$ cat src/rtl/resolution_overlay_pkg.sv
// Shared types for the resolution-label overlay: ROM row width, video mode ids,
// and the char-ROM reader state encoding reused by other overlay readers.
package resolution_overlay_pkg;

  localparam int RESLINE_SIZE = 32;

  typedef struct packed {
    logic [3:0] id;
  } VideoMode;

  localparam logic [3:0] MODE_1080p = 4'd0;
  localparam logic [3:0] MODE_720p  = 4'd1;
  localparam logic [3:0] MODE_480p  = 4'd2;
  localparam logic [3:0] MODE_480i  = 4'd3;
  localparam logic [3:0] MODE_576p  = 4'd4;
  localparam logic [3:0] MODE_576i  = 4'd5;
  localparam logic [3:0] MODE_240p  = 4'd6;
  localparam logic [3:0] MODE_1080i = 4'd7;

  typedef enum logic [1:0] {
    ST_IDLE  = 2'd0,
    ST_FETCH = 2'd1,
    ST_WAIT  = 2'd2,
    ST_SHIFT = 2'd3
  } overlay_state_t;

endpackage

$ cat src/rtl/resolution_overlay_if.sv
// Timing/ROM/mixer-facing signals of the resolution overlay.
interface resolution_overlay_if;
  import resolution_overlay_pkg::*;

  VideoMode                  videoMode;
  logic [11:0]               counterX;
  logic [11:0]               counterY;
  logic [3:0]                addr;
  logic [RESLINE_SIZE-1:0]   q;
  logic                      overlay;
  logic                      overlay_active;

  modport master (
    output videoMode, counterX, counterY, q,
    input  addr, overlay, overlay_active
  );

  modport slave (
    input  videoMode, counterX, counterY, q,
    output addr, overlay, overlay_active
  );

endinterface

$ cat src/rtl/resolution_overlay_shifter.sv
// Serialises one ROM row MSB first, holding each bit for SCALE pixels.
// The shift register is cleared whenever idle so its MSB doubles as the pixel output.
module resolution_overlay_shifter
  import resolution_overlay_pkg::*;
#(
  parameter int SCALE = 2
) (
  input  logic                    clock,
  input  logic                    reset,
  input  logic                    load,
  input  logic                    abort,
  input  logic [RESLINE_SIZE-1:0] din,
  output logic                    pix,
  output logic                    active,
  output logic                    done
);

  localparam int BW = $clog2(RESLINE_SIZE);
  localparam logic [2:0]    PIX_LAST = 3'(SCALE - 1);
  localparam logic [BW-1:0] BIT_LAST = BW'(RESLINE_SIZE - 1);

  logic [RESLINE_SIZE-1:0] shreg;
  logic [2:0]              pixcnt;
  logic [BW-1:0]           bitcnt;

  assign pix  = shreg[RESLINE_SIZE-1];
  assign done = active && (pixcnt == PIX_LAST) && (bitcnt == BIT_LAST);

  always_ff @(posedge clock or posedge reset) begin
    if (reset) begin
      shreg  <= '0;
      pixcnt <= '0;
      bitcnt <= '0;
      active <= 1'b0;
    end else if (abort || done) begin
      shreg  <= '0;
      pixcnt <= '0;
      bitcnt <= '0;
      active <= 1'b0;
    end else if (load) begin
      shreg  <= din;
      pixcnt <= '0;
      bitcnt <= '0;
      active <= 1'b1;
    end else if (active) begin
      if (pixcnt == PIX_LAST) begin
        pixcnt <= '0;
        shreg  <= shreg << 1;
        bitcnt <= bitcnt + 1'b1;
      end else begin
        pixcnt <= pixcnt + 3'd1;
      end
    end
  end

endmodule

$ cat src/rtl/resolution_overlay.sv
// Resolution-label overlay: sequences glyph rows per line, fetches each row from
// the char ROM three pixels ahead of X_POS and hands it to the shifter.
module resolution_overlay
  import resolution_overlay_pkg::*;
#(
  parameter int X_POS = 16,
  parameter int Y_POS = 16,
  parameter int SCALE = 2
) (
  input logic                 clock,
  input logic                 reset,
  resolution_overlay_if.slave bus
);

  localparam logic [11:0] X_FETCH  = 12'(X_POS - 3);
  localparam logic [11:0] Y_TOP    = 12'(Y_POS);
  localparam logic [11:0] Y_END    = 12'(Y_POS + 16 * SCALE);
  localparam logic [2:0]  REP_LAST = 3'(SCALE - 1);

  overlay_state_t state, state_nxt;
  logic [3:0] row;
  logic [2:0] rep;
  logic [3:0] mode_q;
  logic       blanked;
  logic       line_start, frame_start, win_line, adv_line, mode_chg;
  logic       fetch, load, abort, done;

  assign line_start  = (bus.counterX == 12'd0);
  assign frame_start = line_start && (bus.counterY == 12'd0);
  assign win_line    = (bus.counterY >= Y_TOP) && (bus.counterY < Y_END);
  // Advance at the start of a line that continues the strip, so the last row sticks until frame start.
  assign adv_line    = (bus.counterY > Y_TOP) && (bus.counterY < Y_END);
  assign mode_chg    = (bus.videoMode.id != mode_q);

  always_comb begin
    state_nxt = state;
    fetch     = 1'b0;
    load      = 1'b0;
    abort     = 1'b0;
    if (mode_chg || (line_start && state != ST_IDLE)) begin
      state_nxt = ST_IDLE;
      abort     = 1'b1;
    end else begin
      unique case (state)
        ST_IDLE: if (win_line && !blanked && bus.counterX == X_FETCH) begin
          fetch     = 1'b1;
          state_nxt = ST_FETCH;
        end
        ST_FETCH: state_nxt = ST_WAIT;
        ST_WAIT: begin
          load      = 1'b1;
          state_nxt = ST_SHIFT;
        end
        ST_SHIFT: if (done) state_nxt = ST_IDLE;
        default:  state_nxt = ST_IDLE;
      endcase
    end
  end

  always_ff @(posedge clock or posedge reset) begin
    if (reset) begin
      state    <= ST_IDLE;
      bus.addr <= 4'd0;
    end else begin
      state <= state_nxt;
      if (fetch) bus.addr <= row;
    end
  end

  always_ff @(posedge clock or posedge reset) begin
    if (reset) begin
      row     <= 4'd0;
      rep     <= 3'd0;
      mode_q  <= 4'd0;
      blanked <= 1'b1;
    end else begin
      mode_q <= bus.videoMode.id;
      if (frame_start) begin
        row <= 4'd0;
        rep <= 3'd0;
      end else if (line_start && adv_line) begin
        if (rep == REP_LAST) begin
          rep <= 3'd0;
          row <= row + 4'd1;
        end else begin
          rep <= rep + 3'd1;
        end
      end
      // A label change mid-frame would mix glyphs, so stay dark until the next frame.
      if (mode_chg)         blanked <= 1'b1;
      else if (frame_start) blanked <= 1'b0;
    end
  end

  resolution_overlay_shifter #(.SCALE(SCALE)) u_shifter (
    .clock  (clock),
    .reset  (reset),
    .load   (load),
    .abort  (abort),
    .din    (bus.q),
    .pix    (bus.overlay),
    .active (bus.overlay_active),
    .done   (done)
  );

endmodule

$ cat src/flat_wrapper.sv
// flat-port wrapper written by rule: the top's interface ports become plain ports
module resolution_overlay_flat import resolution_overlay_pkg::*;
#(
  parameter int X_POS = 16,
  parameter int Y_POS = 16,
  parameter int SCALE = 2
)
  (clock, reset, bus_videoMode, bus_counterX, bus_counterY, bus_q, bus_addr, bus_overlay, bus_overlay_active);
  resolution_overlay_if bus_i ();
  input logic clock;
  input logic reset;
  input wire logic [$bits(bus_i.videoMode)-1:0] bus_videoMode;
  input wire logic [$bits(bus_i.counterX)-1:0] bus_counterX;
  input wire logic [$bits(bus_i.counterY)-1:0] bus_counterY;
  input wire logic [$bits(bus_i.q)-1:0] bus_q;
  output wire logic [$bits(bus_i.addr)-1:0] bus_addr;
  output wire logic [$bits(bus_i.overlay)-1:0] bus_overlay;
  output wire logic [$bits(bus_i.overlay_active)-1:0] bus_overlay_active;
  assign bus_i.videoMode = bus_videoMode;
  assign bus_i.counterX = bus_counterX;
  assign bus_i.counterY = bus_counterY;
  assign bus_i.q = bus_q;
  assign bus_addr = bus_i.addr;
  assign bus_overlay = bus_i.overlay;
  assign bus_overlay_active = bus_i.overlay_active;
  resolution_overlay #(.X_POS(X_POS), .Y_POS(Y_POS), .SCALE(SCALE)) u_core (.clock(clock), .reset(reset), .bus(bus_i));
endmodule
$ cat config.mk
export PLATFORM = sky130hd
export DESIGN_NAME = resolution_overlay_flat
export DESIGN_NICKNAME = d
export VERILOG_FILES = /design/src/rtl/resolution_overlay_pkg.sv /design/src/rtl/resolution_overlay_if.sv /design/src/rtl/resolution_overlay_shifter.sv /design/src/rtl/resolution_overlay.sv /design/src/flat_wrapper.sv
export SDC_FILE = /design/constraint.sdc
export NUM_CORES = 1
export LEC_CHECK = 0
export CAP_MARGIN = 5
export CORE_MARGIN = 3
export CORE_UTILIZATION = 55
export CTS_CLUSTER_SIZE = 25
export DETAILED_ROUTE_END_ITERATION = 10
export HOLD_SLACK_MARGIN = 0.05
export PLACE_DENSITY = 0.85
export SYNTH_ARGS = -nofsm -noshare
export SYNTH_HDL_FRONTEND = slang
export SYNTH_SLANG_ARGS = --single-unit
$ cat constraint.sdc
create_clock -name clock -period 5.68 [get_ports clock]
set_input_delay 1.136 -clock clock [delete_from_list [all_inputs] [get_ports clock]]
set_output_delay 1.136 -clock clock [all_outputs]
set_load 0.005 [all_outputs]
==> results of run 1 <==
registers in the layout (all words and copies together), names as in the netlist:
| name | count |
|---|---|
| u_core.rep | 3 |
| u_core.u_shifter.shreg | 32 |
| u_core.u_shifter.active | 1 |
| u_core.u_shifter.bitcnt | 5 |
| u_core.state | 2 |
| u_core.blanked | 1 |
| u_core.u_shifter.pixcnt | 3 |
| u_core.bus.addr | 4 |
| u_core.row | 4 |
| u_core.mode_q | 4 |
placed cells by master, fill, tap and decap left out, drive strengths merged, types with 3 or more instances in the layout:
cell type	instances
nand2	73
clkdlybuf4s50	67
dfrtp	58
nor2	43
a311oi	31
o21ai	13
clkbuf	10
nor4	8
a21oi	7
mux2i	6
xor2	6
ha	6
nand3	6
inv	6
and3	5
o21bai	4
mux2	4
buf	4
nand4	4
nor3	3
nand2b	3
o2111ai	3
o211ai	3
clkinv	3
cell usage after synthesis (all sizes together) (3+ instances only):
library cell,instances
o21ai,13
ha,6
xor2,6
nand4,4
nand2,73
nor3,3
clkbuf,12
nand3,6
o211ai,3
mux2i,6
dfrtp,58
a21oi,7
a311oi,31
nand2b,3
o2111ai,3
nor4,8
nor2,43
inv,5
mux2,4
buf,10
o21bai,4
and3,5
stage by stage:
stage               utilization [%]  power (W)
finish                        73.35  0.0008727
global route                  73.35  0.0009030
CTS                           73.35  0.0008783
detailed placement            69.87  0.0005099
global placement              69.87  0.0005081
floorplan                         -  0.0004572
worst min path at each step:
| stage | start | end |
|---|---|---|
| floorplan | u_core.blanked$_DFFE_PP1P_ | u_core.blanked$_DFFE_PP1P_ |
| global placement | u_core.bus.addr[2]$_DFFE_PP0P_ | u_core.bus.addr[2]$_DFFE_PP0P_ |
| detailed placement | u_core.bus.addr[3]$_DFFE_PP0P_ | u_core.bus.addr[3]$_DFFE_PP0P_ |
| CTS | u_core.bus.addr[3]$_DFFE_PP0P_ | u_core.bus.addr[3]$_DFFE_PP0P_ |
| global route | u_core.bus.addr[3]$_DFFE_PP0P_ | u_core.bus.addr[3]$_DFFE_PP0P_ |
| finish | u_core.bus.addr[3]$_DFFE_PP0P_ | u_core.bus.addr[3]$_DFFE_PP0P_ |
worst max-delay path: cells and delay by family:
family | cells | cell delay, ps
simple gates | 3 | 1690
mux | 1 | 250
buf+inv | 1 | 460
routing by layer:
layer	wire, µm	GRT usage (%)
met1	3183	30.38
met2	3729	39.98
met3	410	5.921
met4	82	8.140
met5	0	0
logic make-up (layout without fill, tap and decap cells):
| kind of cell | count (synthesis) | count (layout) | synth area share (%) |
|---|---|---|---|
| and+or+nand+nor | 156 | 156 | 25.27 |
| AOI/OAI and AO/OA | 70 | 70 | 17.03 |
| DFF | 59 | 59 | 46.55 |
| buffers and inverters | 27 | 92 | 3.547 |
| muxes | 10 | 10 | 3.311 |
| xor gates and xnor gates | 7 | 7 | 1.931 |
| adders and majority gates | 6 | 6 | 2.365 |
final cells by class:
class | count | area (µm²) | share of cell area, %
multi-input combinational | 249 | 1584 | 38.98
sequential | 59 | 1478 | 36.36
timing repair buffer | 71 | 700.7 | 17.24
clock buffer | 10 | 127.6 | 3.140
tap | 72 | 90.09 | 2.217
clock inverter | 6 | 65.06 | 1.601
inverter | 5 | 18.77 | 0.4618
power by group through the flow:
| stage | Combinational, W | Clock [W] | Sequential [W] |
|---|---|---|---|
| 3_3_place_gp | 0.0000772 | 0 | 0.000431 |
| 4_1_cts | 0.0000794 | 0.000376 | 0.000423 |
| 3_5_place_dp | 0.0000788 | 0 | 0.000431 |
| 5_1_grt | 0.0000847 | 0.000395 | 0.000423 |
| 6_report | 0.0000785 | 0.000371 | 0.000423 |
| 2_1_floorplan | 0.0000264 | 0 | 0.000431 |
==> impl_results.md, run 1 <==
* RSZ-0062 raised after global routing: false
* Drt wl/cell at 15.69 µm
* Synthesized area at 3174 µm²
* Top cells by area, synth: dfrtp_1, a311oi_1, nand2_1
* Final ANT Viol Nets at 0
* Min-Delay Path Class: reg -> reg
* Post-synthesis sequential area ratio at 46.55%
* Root Buffer: clkbuf_8
* Number of global-route vias before repair at about 2800
* Post-DP Area at just under 4000 µm²
* Combinational power share at 9.0%
* Post-CTS Setup Inserts at 0
* Worst slack, placed at approximately 2000 ps
* Peak Freq at between 300 and 400 MHz
* Rows at 27
* Hold Worst Slack at 495.8 ps
* Hold Path Depth at 1
* Sequential power share at roughly half
* Critical Path End: u_core.row[0]$_DFFE_PP0P_
* Fin crit share at 58.04%
* Detailed placement HPWL at slightly above 5000 µm
* NetSw at 0.0002026 W
* Register bit total from synthesis at 59
* Leak pwr at 1.551 nW
* Setup TNS at 0 ps
* DRT Pass-1 Iters at 4
* Max Root-Sink Buffers at 2
* Diodes inserted at 0
* CTS clk-pin slew, worst paths at 60 ps
* Core Area at 5540 µm²
* Fin crit period at 3297 ps
* Post-Synthesis Cells at 335
* H-tree level count at 3
* Count of input and output buffers at 67
* Width of the die at 81.97 µm
* Warnings from Yosys at 0
* DRC Markers at 0
* TritonCTS clock tree: done
* Largest net degree at the start of global routing at between 60 and 70
* Layout area overhead at 28.03%
* CP Max Fanout at 21
* Initial antenna violation count at 0
* PD cells at 214.8 nW/µm²
* Worst slew pin tran at a little under 1000 ps
* Syn avg cell area at about 9.5 µm²
* Placed instance count at 456
* GPL Wtd Cong at 0.8474
* Layout fillers at about 400
* Skew final at approximately 13 ps
* DIE AREA at 6719 µm²
* Initial DRC Count at roughly 160
* Num CTS Buffers at 9
* Count of cell types in the netlist at 51
* Reg2Reg Depth at 5
* Fraction of layout cells with a size suffix above 1 at 9.000%
* Chip height at 81.97 µm
* Synth Net Count at 403
* Crit. End Element: flip-flop
* Final setup viols at 0
* Post-route non-filler standard cell count at 472
* Worst VDD drop at between 150 and 200 µV
* Post-synth top area cell: dfrtp_1
* Clock share of power at 42.5%
* Crit path launch type: primary input
* CP Class: in -> reg
* Clk Latency, worst-skew pair at 330 ps
* Maximum Capacitance Violations at 0
* Slowest cell on crit path: nand4_1
* CP arrival at 3540 ps
* FF-to-FF Start: u_core.state[0]$_DFFE_PP0P_
* Gr usage total at approximately a quarter
* CTS resizes at 0
* Crit path largest cell delay at 710 ps
* Max-slew headroom at 34.77%
* Post-synthesis async set-or-reset flop share at 100.0%
* Post-synth EDFFs at 0
* Post-route cell area at 4064 µm²
* First-pass GRT wire length at between 10000 and 15000 µm
* R2R setup slack at 3510 ps
* Sw frac at 23.21%
* Via density at 5.803
* R2R Path End: u_core.u_shifter.pixcnt[1]$_DFFE_PP0P_
* Nets at 463
* Hold_buf cts at 0
* Hold Vio Cnt, Final at 0
* Max-slew violations at 0
* WL final at 7405 µm
* I/O pins at 68
* Gr ovfl total at 0
* Top_reg_cell synth: dfrtp_1
* Vias at 2739
* Initial Util at 57.29%
* Int Power at 0.0006702 W
* Status: finished clean
* Critical Path RT at 5920 ps
* Clk sink count at 59
* Synth top area share at 45.72%
* Crit path launch: bus_counterX[11]
* Critical-path cell list: clkdlybuf4s50_1 -> nor4_4 -> nand4_1 -> nor4_2 -> mux2i_1
* Crit path setup slack, layout at roughly 2400 ps
Power figures use the tool's default switching activity.
==> run 2: changes to the inputs <==
--- a/config.mk
+++ b/config.mk
@@ -7,11 +7,11 @@
 export LEC_CHECK = 0
 export CAP_MARGIN = 5
 export CORE_MARGIN = 3
-export CORE_UTILIZATION = 55
+export CORE_UTILIZATION = 46
 export CTS_CLUSTER_SIZE = 25
 export DETAILED_ROUTE_END_ITERATION = 10
 export HOLD_SLACK_MARGIN = 0.05
-export PLACE_DENSITY = 0.85
+export PLACE_DENSITY = 0.76
 export SYNTH_ARGS = -nofsm -noshare
 export SYNTH_HDL_FRONTEND = slang
 export SYNTH_SLANG_ARGS = --single-unit
==> constraint.sdc (replaced) <==
create_clock -name clock -period 2.84 [get_ports clock]
set_input_delay 0.568 -clock clock [delete_from_list [all_inputs] [get_ports clock]]
set_output_delay 0.568 -clock clock [all_outputs]
set_load 0.005 [all_outputs]
==> run 2 against run 1 <==
Net effect:
- register-to-register slack worse by 2700 ps
- largest power group unchanged
- hold slack worse by 3.3 ps
- clock power up 110%
- routed wire length down 3.0%
==> impl_results.md, run 2 (same netlist as run 1, synthesis figures left out) <==
* Worst VDD drop at 326.3 µV (was 168.1 µV)
* Most frequent cells in the layout: nand2_1, clkdlybuf4s50_1, dfrtp_1, nor2_1, a311oi_1 (unchanged)
* Layout area overhead at 30.71% (was 28.03%)
* CTS resizes at 0 (unchanged)
* Post-DP Area at 3948 µm² (was 3871 µm²)
* Final setup viols at 0 (unchanged)
* Drt wl/cell at 14.88 µm (was 15.69 µm)
* First-pass GRT wire length at 11870 µm (was 12390 µm)
* Detailed placement HPWL at 5059 µm (was 5034 µm)
* Vias at 2697 (was 2739)
* Hold Vio Cnt, Final at 0 (unchanged)
* Grt peak-use layer: met2 (unchanged)
* Crit. End Element: flip-flop (unchanged)
* Diodes inserted at 0 (unchanged)
* WL final at 7186 µm (was 7405 µm)
* DRT Pass-1 Iters at 4 (unchanged)
* RSZ-0062 raised after global routing: false (unchanged)
* Fin crit period at 2175 ps
* GPL Wtd Cong at 0.7390 (was 0.8474)
* Critical Path RT at 3110 ps (was 5920 ps)
* Post-CTS Setup Inserts at 0 (unchanged)
* Number of global-route vias before repair at 2610 (was 2783)
* CP arrival at 2440 ps (was 3540 ps)
* Count of input and output buffers at 67 (unchanged)
* Met3 capacity usage during global routing at 3.871% (was 5.921%)
* Num CTS Buffers at 9 (unchanged)
* Gr usage total at 19.41% (was 23.95%)
* Hold_buf cts at 0 (unchanged)
* Biggest regs: u_core.u_shifter.shreg x32, u_core.u_shifter.bitcnt x5 (unchanged)
* DRC Markers at 0 (unchanged)
* Crit path launch type: primary input (unchanged)
* CP Max Fanout at 11 (was 21)
* Skew final at 12.55 ps (was 12.50 ps)
* Rows at 29 (was 27)
* Chip height at 89.07 µm (was 81.97 µm)
* Reg with most FFs: u_core.u_shifter.shreg (unchanged)
* H-tree level count at 3 (unchanged)
* Root Buffer: clkbuf_8 (unchanged)
* Initial antenna violation count at 0 (unchanged)
* Largest net degree at the start of global routing at 42 (was 65)
* Gr ovfl total at 0 (unchanged)
* CTS clk-pin slew, worst paths at 70 ps (was 60 ps)
* Fin crit share at 76.60%
* Status: finished clean (unchanged)
* Post-route cell area at 4149 µm² (was 4064 µm²)
* Max reg flops at 32 (unchanged)
* Via density at 5.584 (was 5.803)
* Setup TNS at 0 ps (unchanged)
* Leak pwr at 1.591 nW (was 1.551 nW)
* Core Area at 6531 µm² (was 5540 µm²)
* Max-slew headroom at 63.31% (was 34.77%)
* I/O pins at 68 (unchanged)
* CP Class: in -> reg (unchanged)
* TritonCTS clock tree: done (unchanged)
* Nets at 469 (was 463)
* Peak Freq at between 400 and 500 MHz
* Initial DRC Count at 169 (was 156)
* Width of the die at 89.07 µm (was 81.97 µm)
* Most common cell after layout, fill and taps aside: nand2_1 (unchanged)
* Initial Util at 48.60% (was 57.29%)
* Clk sink count at 59 (unchanged)
* Max Root-Sink Buffers at 2 (unchanged)
* Maximum Capacitance Violations at 0 (unchanged)
* Clk Latency, worst-skew pair at 350 ps (was 330 ps)
* Met1 Use GR at 23.80% (was 30.38%)
* Final ANT Viol Nets at 0 (unchanged)
* Fraction of layout cells with a size suffix above 1 at 10.59% (was 9.000%)
* DIE AREA at 7933 µm² (was 6719 µm²)
* Max-slew violations at 0 (unchanged)
* Worst slew pin tran at 549.5 ps (was 977.1 ps)
* Min-Delay Path Class: reg -> reg (unchanged)
* PD cells at 427.8 nW/µm² (was 214.8 nW/µm²)
* Power Total at 0.001775 W (was 0.0008727 W)
* Met2 Use GR at 33.27% (was 39.98%)
-- run 2: report_power, final --
part / internal (W) / leakage (nW) / total (W) / switching (W)
Sequential: 0.000844 / 0.812 / 0.000846 / 0.00000183
Combinational: 0.0000944 / 0.680 / 0.000162 / 0.0000673
Clock: 0.000410 / 0.0998 / 0.000767 / 0.000357
-- run 2: cell type report --
type | instances | area, µm²
Multi-Input combinational cell | 249 | 1584
Clock buffer | 9 | 123.9
Sequential cell | 59 | 1478
Inverter | 5 | 18.77
Fill cell | 521 | 2382
Clock inverter | 7 | 77.57
Timing Repair Buffer | 77 | 770.7
Tap cell | 77 | 96.34
-- run 2: path summary, 6_finish.rpt --
path	startpoint	end	slack, ps	cells past startpoint
hold / removal	u_core.bus.addr[3]$_DFFE_PP0P_	u_core.bus.addr[3]$_DFFE_PP0P_	490	1
setup reg to reg	u_core.u_shifter.bitcnt[0]$_DFFE_PP0P_	u_core.state[0]$_DFFE_PP0P_	790	6
min in group asynchronous	reset	u_core.u_shifter.shreg[27]$_DFFE_PP0P_	530	2
hold reg to reg	u_core.bus.addr[3]$_DFFE_PP0P_	u_core.bus.addr[3]$_DFFE_PP0P_	490	1
max in group asynchronous	reset	u_core.blanked$_DFFE_PP1P_	1680	3
setup / recovery	bus_counterX[6]	u_core.rep[2]$_DFFE_PP0P_	660	6
-- run 2: through the flow --
stage / setup slack (ps) / instances / util, % / hold WS [ps]
floorplan: 817.3 / 335 / - / 459.0
global placement: 408.0 / 467 / 60.44 / 481.3
detailed placement: 315.7 / 467 / 60.44 / 480.8
CTS: 671.1 / 483 / 63.52 / 497.0
global route: 515.8 / 483 / 63.52 / 516.6
finish: 664.7 / 483 / 63.52 / 492.5
-- run 2: worst max-delay path: stages --
cell and delay [ps]:
clkdlybuf4s50_1 420, nor3_1 360, nand4_1 310, buf_4 270, nor4_2 300, mux2i_1 210
-- run 2: routing by layer --
metal | vias to the layer above | part of all wire [%]
li1 | 1346 | -
met1 | 1290 | 44
met2 | 53 | 51
met3 | 8 | 3.8
met4 | 0 | 1.1
met5 | - | 0
==> run 3: changes to the inputs <==
==> constraint.sdc (replaced) <==
create_clock -name clock -period 1.9 [get_ports clock]
set_input_delay 0.38 -clock clock [delete_from_list [all_inputs] [get_ports clock]]
set_output_delay 0.38 -clock clock [all_outputs]
set_load 0.005 [all_outputs]
==> run 3 against run 2 <==
Net effect:
- non-clock buffer count up 22
- count of clock-buffer cells in the layout unchanged
- worst setup slack worse by 660 ps
- sequential cell count unchanged
- hold slack worse by 190 ps
- core utilization up 6.2 points
- die area unchanged
- register-to-register slack worse by 700 ps
- sequential share of layout area down 3.2 points
- critical path depth down 1
==> impl_results.md, run 3 (same netlist as run 1, synthesis figures left out) <==
* Status: finished clean (unchanged)
* Number of global-route vias before repair at 2729 (was 2610)
* Leak pwr at 1.796 nW (was 1.591 nW)
* Via density at 5.665 (was 5.584)
* H-tree level count at 3 (unchanged)
* Largest net degree at the start of global routing at 35 (was 42)
* Worst slack, placed at -406.3 ps (was 315.7 ps)
* Clk sink count at 59 (unchanged)
* First-pass GRT wire length at 12680 µm (was 11870 µm)
* Most common cell after layout, fill and taps aside: nand2_1 (unchanged)
* Skew final at 9.810 ps (was 12.55 ps)
* CTS clk-pin slew, worst paths at 70 ps (about the same)
* CP Max Fanout at 4 (was 11)
* Min-Delay Path Class: in -> async (was reg -> reg)
* Max reg flops at 32 (unchanged)
* NetSw at 0.0006470 W (was 0.0004263 W)
* Layout area overhead at 43.40% (was 30.71%)
* Hold Vio Cnt, Final at 0 (unchanged)
* Worst VDD drop at 509.2 µV (was 326.3 µV)
* Num CTS Buffers at 9 (unchanged)
* Chip height at 89.07 µm (unchanged)
* Critical Path RT at 2120 ps (was 3110 ps)
* Final ANT Viol Nets at 0 (unchanged)
* DIE AREA at 7933 µm² (unchanged)
* Diodes inserted at 0 (unchanged)
* Int Power at 0.002154 W (was 0.001348 W)
* Crit path setup slack, layout at 5.223 ps (was 664.7 ps)
* Max-slew headroom at 66.00% (was 63.31%)
* Fraction of layout cells with a size suffix above 1 at 19.39% (was 10.59%)
* TritonCTS clock tree: done (unchanged)
* Clk Latency, worst-skew pair at 340 ps (was 350 ps)
* RSZ-0062 raised after global routing: true (was false)
* Fin crit period at about 1900 ps
* Nets at 491 (was 469)
* Most frequent cells in the layout: nand2_1, clkdlybuf4s50_1, dfrtp_1, nor2_1, buf_4 (was nand2_1, clkdlybuf4s50_1, dfrtp_1, nor2_1, a311oi_1)
* DRT Pass-1 Iters at 4 (unchanged)
* I/O pins at 68 (unchanged)
* Initial Util at 48.60% (unchanged)
* Rows at 29 (unchanged)
* Crit. End Element: flip-flop (unchanged)
* DRC Markers at 0 (unchanged)
* Drt wl/cell at 16.04 µm (was 14.88 µm)
* Sequential power share at 45.1% (was 47.7%)
* Vias at 2861 (was 2697)
* Crit path launch type: primary input (unchanged)
* Fin crit share at 99.73%
* Combinational power share at 9.9% (was 9.1%)
* Final setup viols at 0 (unchanged)
* Power Total at 0.002801 W (was 0.001775 W)
* WL final at 8100 µm (was 7186 µm)
* Initial DRC Count at 184 (was 169)
* Gr usage total at 20.76% (was 19.41%)
* Clock share of power at 44.9% (was 43.2%)
* Maximum Capacitance Violations at 0 (unchanged)
* Detailed placement HPWL at 5359 µm (was 5059 µm)
* Max-slew violations at 0 (unchanged)
* Root Buffer: clkbuf_8 (unchanged)
* Peak Freq at 527.8 MHz
* Count of input and output buffers at 67 (unchanged)
* Width of the die at 89.07 µm (unchanged)
* Core Util, Final at 69.69% (was 63.52%)
* Core Area at 6531 µm² (unchanged)
* Gr ovfl total at 0 (unchanged)
* PD cells at 615.4 nW/µm² (was 427.8 nW/µm²)
* Worst slew pin tran at 510.0 ps (was 549.5 ps)
* CP arrival at 2120 ps (was 2440 ps)
* Initial antenna violation count at 0 (unchanged)
* GPL Wtd Cong at 0.8197 (was 0.7390)
* Sw frac at 23.10% (was 24.02%)
* Biggest regs: u_core.u_shifter.shreg x32, u_core.u_shifter.bitcnt x5 (unchanged)
* CP Class: in -> reg (unchanged)
* Max Root-Sink Buffers at 2 (unchanged)
* Reg with most FFs: u_core.u_shifter.shreg (unchanged)
==> run 3: timing repair <==
action	4_1_cts	5_1_grt
endpoints found under the setup margin	4	27
pin swaps	2	4
gates cloned	0	1
hold buffers	0	0
setup buffers	3	0
gates resized for setup	4	27
==> run 3: cell type report <==
| type | count | area (µm²) |
|---|---|---|
| fill | 476 | 1979 |
| multi-input combinational | 249 | 1744 |
| sequential | 59 | 1478 |
| timing repair buffer | 99 | 998.5 |
| clock buffer | 9 | 123.9 |
| tap | 77 | 96.34 |
| clock inverter | 7 | 92.59 |
| inverter | 5 | 18.77 |
==> run 3: layer usage <==
layer	GRT usage, %	part of all wire [%]
met1	25.78	43
met2	34.68	51
met3	6.728	4.1
met4	6.225	1.4
met5	0	0
==> run 3: worst paths after layout <==
check / to / cells after the start / slack [ps] / from
max: u_core.bus.addr[1]$_DFFE_PP0P_ / 5 / 5 / bus_counterY[8]
min reg2reg: u_core.bus.addr[3]$_DFFE_PP0P_ / 1 / 490 / u_core.bus.addr[3]$_DFFE_PP0P_
max in group asynchronous: u_core.blanked$_DFFE_PP1P_ / 3 / 1090 / reset
min: u_core.u_shifter.shreg[26]$_DFFE_PP0P_ / 2 / 300 / reset
max reg2reg: u_core.u_shifter.shreg[19]$_DFFE_PP0P_ / 4 / 90 / u_core.u_shifter.pixcnt[2]$_DFFE_PP0P_
min in group clock: u_core.bus.addr[3]$_DFFE_PP0P_ / 1 / 490 / u_core.bus.addr[3]$_DFFE_PP0P_
==> run 3: metrics by stage <==
step                instance area, µm²  instances  hold slack [ps]  TNS [ps]
floorplan                         3174        335            411.4         0
global placement                  4120        485            480.0    -11130
detailed placement                4120        485            480.8    -12800
CTS                               4368        504            290.9         0
global route                      4552        505            299.4    -447.8
finish                            4552        505            297.5         0
==> run 3: power by group through the flow <==
stage	Sequential [W]	Clock, W	Combinational [W]
after floorplan	0.00129	0	0.0000789
after global placement	0.00129	0	0.000257
after detailed placement	0.00129	0	0.000260
after CTS	0.00126	0.00128	0.000262
after global routing	0.00126	0.00134	0.000299
final	0.00126	0.00126	0.000278
==> run 3: critical path, cell delays in order <==
cell	delay, ps
clkdlybuf4s50_1	450
nor4_4	450
and4_4	320
nand4_2	170
mux2_1	350
